==> src/rtl/gray_stream_decoder.sv <==
`default_nettype none
// ============================================================================
// Module  : gray_stream_decoder
// Brief   : Decodes a sampled Gray count to binary and tracks step legality
//           with an INIT/LOCK/FAULT lock monitor. Optional macro: GRAY_DOWN_EN
// Revision: 1.0  initial release
// ============================================================================
module gray_stream_decoder #(
  parameter int WIDTH  = 4,
  parameter int RELOCK = 3
) (
  input  logic             clk,
  input  logic             reset,
  input  logic [WIDTH-1:0] gray_in,
  input  logic             in_valid,
  output logic [WIDTH-1:0] bin_out,
  output logic             out_valid,
  output logic             locked,
  output logic             step_err,
  output logic             wrap,
  output logic [7:0]       err_cnt
);

  localparam int RW = $clog2(RELOCK + 1);

  typedef enum logic [1:0] {
    ST_INIT  = 2'd0,
    ST_LOCK  = 2'd1,
    ST_FAULT = 2'd2
  } state_t;

  state_t           state_q, state_d;
  logic [WIDTH-1:0] bin_q, bin_d;
  logic [RW-1:0]    relock_q, relock_d;
  logic [7:0]       err_cnt_q, err_cnt_d;
  logic             out_valid_q, out_valid_d;
  logic             step_err_q, step_err_d;
  logic             wrap_q, wrap_d;

  logic [WIDTH-1:0] dec;
  logic [7:0]       err_sat;
  logic             is_up, is_down, is_hold, is_step, is_wrap;

  // Binary bit i is the XOR of all Gray bits at or above i.
  always_comb begin
    dec = '0;
    for (int i = 0; i < WIDTH; i++) begin
      dec[i] = ^(gray_in >> i);
    end
  end

  // bin_q doubles as the previous-sample reference.
  assign is_up   = (dec == bin_q + WIDTH'(1));
  assign is_hold = (dec == bin_q);
`ifdef GRAY_DOWN_EN
  assign is_down = (dec == bin_q - WIDTH'(1));
  assign is_wrap = (is_up && (&bin_q)) || (is_down && ~(|bin_q));
`else
  assign is_down = 1'b0;
  assign is_wrap = is_up && (&bin_q);
`endif
  assign is_step = is_up || is_down;
  assign err_sat = (err_cnt_q == 8'hFF) ? err_cnt_q : err_cnt_q + 8'd1;

  always_comb begin
    state_d     = state_q;
    bin_d       = bin_q;
    relock_d    = relock_q;
    err_cnt_d   = err_cnt_q;
    out_valid_d = 1'b0;
    step_err_d  = 1'b0;
    wrap_d      = 1'b0;
    if (in_valid) begin
      bin_d       = dec;
      out_valid_d = 1'b1;
      case (state_q)
        ST_INIT: begin
          state_d  = ST_LOCK;
          relock_d = '0;
        end
        ST_LOCK: begin
          if (is_step || is_hold) begin
            wrap_d = is_wrap;
          end else begin
            step_err_d = 1'b1;
            err_cnt_d  = err_sat;
            relock_d   = '0;
            state_d    = ST_FAULT;
          end
        end
        ST_FAULT: begin
          if (is_step) begin
            if (relock_q == RW'(RELOCK - 1)) begin
              state_d  = ST_LOCK;
              relock_d = '0;
            end else begin
              relock_d = relock_q + RW'(1);
            end
          end else if (!is_hold) begin
            step_err_d = 1'b1;
            err_cnt_d  = err_sat;
            relock_d   = '0;
          end
        end
        default: state_d = ST_INIT;
      endcase
    end
  end

  always_ff @(posedge clk or posedge reset) begin
    if (reset) begin
      state_q     <= ST_INIT;
      bin_q       <= '0;
      relock_q    <= '0;
      err_cnt_q   <= '0;
      out_valid_q <= 1'b0;
      step_err_q  <= 1'b0;
      wrap_q      <= 1'b0;
    end else begin
      state_q     <= state_d;
      bin_q       <= bin_d;
      relock_q    <= relock_d;
      err_cnt_q   <= err_cnt_d;
      out_valid_q <= out_valid_d;
      step_err_q  <= step_err_d;
      wrap_q      <= wrap_d;
    end
  end

  assign bin_out   = bin_q;
  assign out_valid = out_valid_q;
  assign locked    = (state_q == ST_LOCK);
  assign step_err  = step_err_q;
  assign wrap      = wrap_q;
  assign err_cnt   = err_cnt_q;

endmodule
`default_nettype wire

==> config.mk <==
export PLATFORM = sky130hd
export DESIGN_NAME = gray_stream_decoder
export DESIGN_NICKNAME = d
export VERILOG_FILES = /design/src/rtl/gray_stream_decoder.sv
export SDC_FILE = /design/constraint.sdc
export NUM_CORES = 1
export LEC_CHECK = 0
export CORE_UTILIZATION = 54
export DETAILED_ROUTE_END_ITERATION = 6
export GPL_ROUTABILITY_DRIVEN = 0
export GPL_TIMING_DRIVEN = 1
export PLACE_DENSITY = 0.89
export SLEW_MARGIN = 20
export SYNTH_ARGS = -nofsm -noshare
export SYNTH_HDL_FRONTEND = slang
export SYNTH_SLANG_ARGS = --single-unit
export TNS_END_PERCENT = 100
==> constraint.sdc <==
create_clock -name clk -period 5.5 [get_ports clk]
set_input_delay 1.375 -clock clk [delete_from_list [all_inputs] [get_ports clk]]
set_output_delay 1.375 -clock clk [all_outputs]
set_load 0.05 [all_outputs]
### After elaboration in Yosys (flattened, before gate mapping)

Cells that the tools add are included.

* register bits: 19
* bits of input ports: 7
* output and inout bits: 16
* word-level logic and storage cells: 58

* add/sub/neg operators: 3
* eq/ne operators: 12
* muxes and demuxes: 23
* reductions and logical operators: 13

Operator list (number)
* 8-bit 2-to-1 mux: 4
* 8-bit one-hot mux with 2 select lines: 1
* 4-bit parity: 4
* 2-bit 2-to-1 mux: 7
* 2-bit one-hot mux with 3 select lines: 2
* 4-bit AND reduction: 3
* 2-bit inequality test (second input constant): 5
* 8-bit by 1-bit adder with 8-bit output (second input constant): 1
* 4-bit == test: 2
* 8-bit == test (second input constant): 1
* 1-bit 2-to-1 mux: 8
* 5-bit AND reduction: 1
* 4-bit by 1-bit adder with 4-bit output (second input constant): 1
* 2-bit == test (second input constant): 2
* 3-bit inequality test (second input constant): 1
* 3-bit nonzero test: 1
* 2-bit by 1-bit adder with 2-bit output (second input constant): 1
* 2-bit by 1-bit == test with 1-bit output (second input constant): 1
* 2-bit zero test: 1
* 1-bit one-hot mux with 2 select lines: 1
* 2-bit nonzero test: 1
* 1-bit logical AND: 1
* 1-bit logical OR: 1

### Logic depth before layout (Yosys ltp)

* depth after elaboration: 6
* depth in mapped cells: 7
* gate-level depth less buffers: 7

### Least setup slack after synthesis

OpenSTA, ideal clock, no wires.

* path kind: input to register
* from: input gray_in[1]
* to: register state_q[1]
* setup time: 132 ps
* data arrival time: 3046 ps
* data required time: 5368 ps
* setup slack: 2322 ps
* cell stages on the path: 6
* buffers on the path: 0
* cell sequence: xor3_2 or3_4 a211oi_4 nor2_1 a211oi_1 a211oi_2

* longest elaborated chain between the ends: 5
* elaborated cells on any way between the ends: 8
* those cells by class: eq/ne: 4; reduce/logical: 4

RTL lines
* start, declared: RTL line 14 `input logic [WIDTH-1:0] gray_in,`
* 4-bit parity: RTL line 48 `dec[i] = ^(gray_in >> i);`
* 4-bit == test (on tied branches): RTL line 53, 54
* 1-bit logical OR: RTL line 82 `if (is_step || is_hold) begin`
* 2-bit inequality test (no source line)
* 4-bit AND reduction (no source line) (*)
* end signal, assigned: RTL line 120 `state_q <= state_d;`
* end, declared: RTL line 32 `state_t state_q, state_d;`

Every way passes the cells marked *; elsewhere a longest branch is shown, timed or not.
A chain may end at the register's enable or synchronous reset.

### Worst setup path after layout

* from: input gray_in[3]
* to: register relock_q[0]

* longest elaborated chain between the ends: 5
* elaborated cells on any way between the ends: 12
* those cells by class: eq/ne: 4; mux: 2; reduce/logical: 6

RTL lines
* 4-bit parity: RTL line 48
* 4-bit == test (on tied branches): RTL line 53, 54
* 1-bit logical OR: RTL line 82
* 2-bit inequality test (no source line)
* 4-bit AND reduction (no source line)
* end signal, assigned: RTL line 122 `relock_q <= relock_d;`
* end, declared: RTL line 34 `logic [RW-1:0] relock_q, relock_d;`

Parallel ways exist; a longest one is shown, timed or not.

==> impl_results.md <==
* Post-CTS sizing at 0
* Synthesis-to-layout area growth at 24.2%
* Top cells by area, synth: dfrtp_1 42%, xnor2_1 9.4%, ha_1 6.7%
* LEAKAGE at 0.582 nW
* Fmax at 283 MHz
* Final WS setup at 1.97 ns
* Clock Tree Buf Depth at 2
* Most used DFF post-synth: dfrtp_1
* #FFs+latches synth at 19
* Max Cap Violations at 0
* # hold bufs at CTS at 0
* Hold crit path type: reg -> reg
* Setup TNS at 0 ns
* Post-synthesis instance area at roughly 1100 um^2
* Nets at between 100 and 150
* # Post-CTS Setup Buffers at 0
* Skew final at approximately 0.010 ns
* Vias in the first global route at 780
* Yosys warning total at 0
* Commonest cells post-synth: 19 x dfrtp_1, 12 x xnor2_1, 8 x nor2_1
* Largest net degree at the start of global routing at 20
* Pre-CTS WS at about 1.7 ns
* Post-DP Area at between 1000 and 1500 um^2
* Buffers on Ports at 22
* CTS tree: built
* Layout cell share with drive strength beyond 1 at about a tenth
* Post-DRT Antenna Nets at 0
* Min cycle time layout at about 3.5 ns
* First-pass GRT wire length at 3330 um
* Die ar. at 2260 um^2
* Starting Density at a little under three fifths
* Grt ovf at 0
* Clk pin slew, worst setup/hold paths at 0.09 ns
* Number of library cell types mapped by synthesis at 33
* EDFF count, synth at 0
* Max IR drop VDD at 290 uV
* Final Max Tran Viols at 0
* Mean Syn Cell Area at between 10 and 15 um^2
* Yosys top cell by area: dfrtp_1
* Via density at around 5.6
* Die width at roughly 48 um
* DP HPWL at roughly 1700 um
* Nature of the critical path endpoint: flop
* Drt wl/cell at about 14 um
* Final wirelength at ~2200 um
* Slew @ Worst Pin at 0.820 ns
* Final hold violation count at 0
* Clock H-tree levels at 1
* Count leader, synth: dfrtp_1
* Number of CTS-inserted buffers at 3
* CP max FO at 8
* Synthesized Nets at around 120
* Slew headroom at about 45%
* Initial antenna violation count at 0
* Drt pass-1 iters at 4
* # rows at 16
* RSZ-0062 raised after global routing: no
* Cells after synthesis at roughly 100
* Worst skew pair latency at about 0.29 ns
* ANT cells at 0
* DIE HEIGHT at about 48 um
* First DRT Iteration DRCs at 22
* Design area at 1390 um^2
* Pwr Density at between 400 and 500 nW/um^2
* Setup Viol. Count Final at 0
* Outcome: finished, final reports clean
* Core Area at a little under 2000 um^2
* GRT Util Overall at 21.1%
* Hold WS at around 0.5 ns
* Vias at approximately 860
* Clock sinks at 19
* Fin crit share at around 64%
* Register area share after synthesis at between 40% and 50%
* DR DRC count at 0
* Synth top area share at 42.4%
* Required time worst endpoint at approximately 5.7 ns
* Ys async rst share at between 90% and 100%
* Filler cells at 170
* CP Launch Type: input pin
* # IOs at 23
* Clock Tree Root: clkbuf_4
* Worst path arrival time at between 3 and 4 ns
* Crit path kind: in -> reg
==> through the flow <==
step | std cells | utilization (%) | total power [mW]
6_report | 155 | 71.0 | 0.636
5_1_grt | 155 | 71.0 | 0.675
4_1_cts | 155 | 71.0 | 0.640
3_5_place_dp | 151 | 69.7 | 0.570
3_3_place_gp | 151 | 69.7 | 0.553
2_1_floorplan | 104 | - | 0.467
==> final cells by class <==
cell class	instances	area, um^2	area share (%)
timing repair buffer	22	220	15.8
multi-input combinational	77	616	44.2
inverter	6	22.5	1.62
sequential	19	475	34.1
clock buffer	4	26.3	1.89
tap	27	33.8	2.42
==> cells in the final DEF (no fill, tap or decap), drive strengths merged, types with 4 or more instances in the layout <==
| master | synthesis | routed |
|---|---|---|
| nand2 | 4 | 4 |
| nand4 | 7 | 7 |
| inv | 6 | 6 |
| xnor2 | 12 | 12 |
| dfrtp | 19 | 19 |
| mux2 | 4 | 4 |
| xor2 | 5 | 5 |
| clkbuf | 2 | 4 |
| nor2 | 8 | 8 |
| ha | 6 | 6 |
| clkdlybuf4s50 | 0 | 22 |
| a211oi | 5 | 5 |
==> state kept, by name (all words and copies together) (netlist names) <==
name and count:
bin_out 4, err_cnt 8, step_err 1, state_q 2, relock_q 2, out_valid 1, wrap 1
==> cells by family (layout without fill, tap and decap cells) <==
| group | count (synthesis) | in the layout | share of synthesized area (%) |
|---|---|---|---|
| simple gates | 34 | 34 | 17.9 |
| fa+ha+maj | 6 | 6 | 6.69 |
| xor+xnor | 18 | 18 | 15.5 |
| flops | 19 | 19 | 42.4 |
| buf+inv | 8 | 32 | 2.79 |
| mux | 4 | 4 | 4.01 |
| compound gates | 15 | 15 | 10.7 |
==> final timing paths <==
path / to / cells past startpoint / start / slack, ns
setup / recovery: relock_q[0]$_DFFE_PP0P_ / 7 / gray_in[3] / 1.97
hold / removal: err_cnt[7]$_DFFE_PP0P_ / 1 / err_cnt[7]$_DFFE_PP0P_ / 0.51
setup reg to reg: err_cnt[1]$_DFFE_PP0P_ / 6 / state_q[1]$_DFFE_PP0P_ / 3.02
hold reg to reg: err_cnt[7]$_DFFE_PP0P_ / 1 / err_cnt[7]$_DFFE_PP0P_ / 0.51
max in group asynchronous: bin_out[3]$_DFFE_PP0P_ / 2 / reset / 3.55
min in group asynchronous: err_cnt[6]$_DFFE_PP0P_ / 2 / reset / 1.49
==> where the power goes <==
group / total [mW] / switching (mW) / internal, mW
logic: 0.351 / 0.217 / 0.134
clock network: 0.0678 / 0.0396 / 0.0282
registers: 0.218 / 0.0446 / 0.173
==> critical path: stages <==
cell             delay [ns]
clkdlybuf4s50_1        0.61
xor3_2                 0.36
or3_4                  0.40
a211oi_4               0.36
nor2_1                 0.18
a31oi_1                0.28
mux2_2                 0.19
==> metal layers <==
metal  global-route usage, %  vias to the layer above  part of all wire [%]
met1                    27.2                      413                    46
met5                       0                        -                     0
met2                    36.4                       25                    49
met4                    3.33                        0                  0.42
li1                        -                      421                     -
met3                    5.66                        2                   4.7
(Power assumes the default switching activity.)
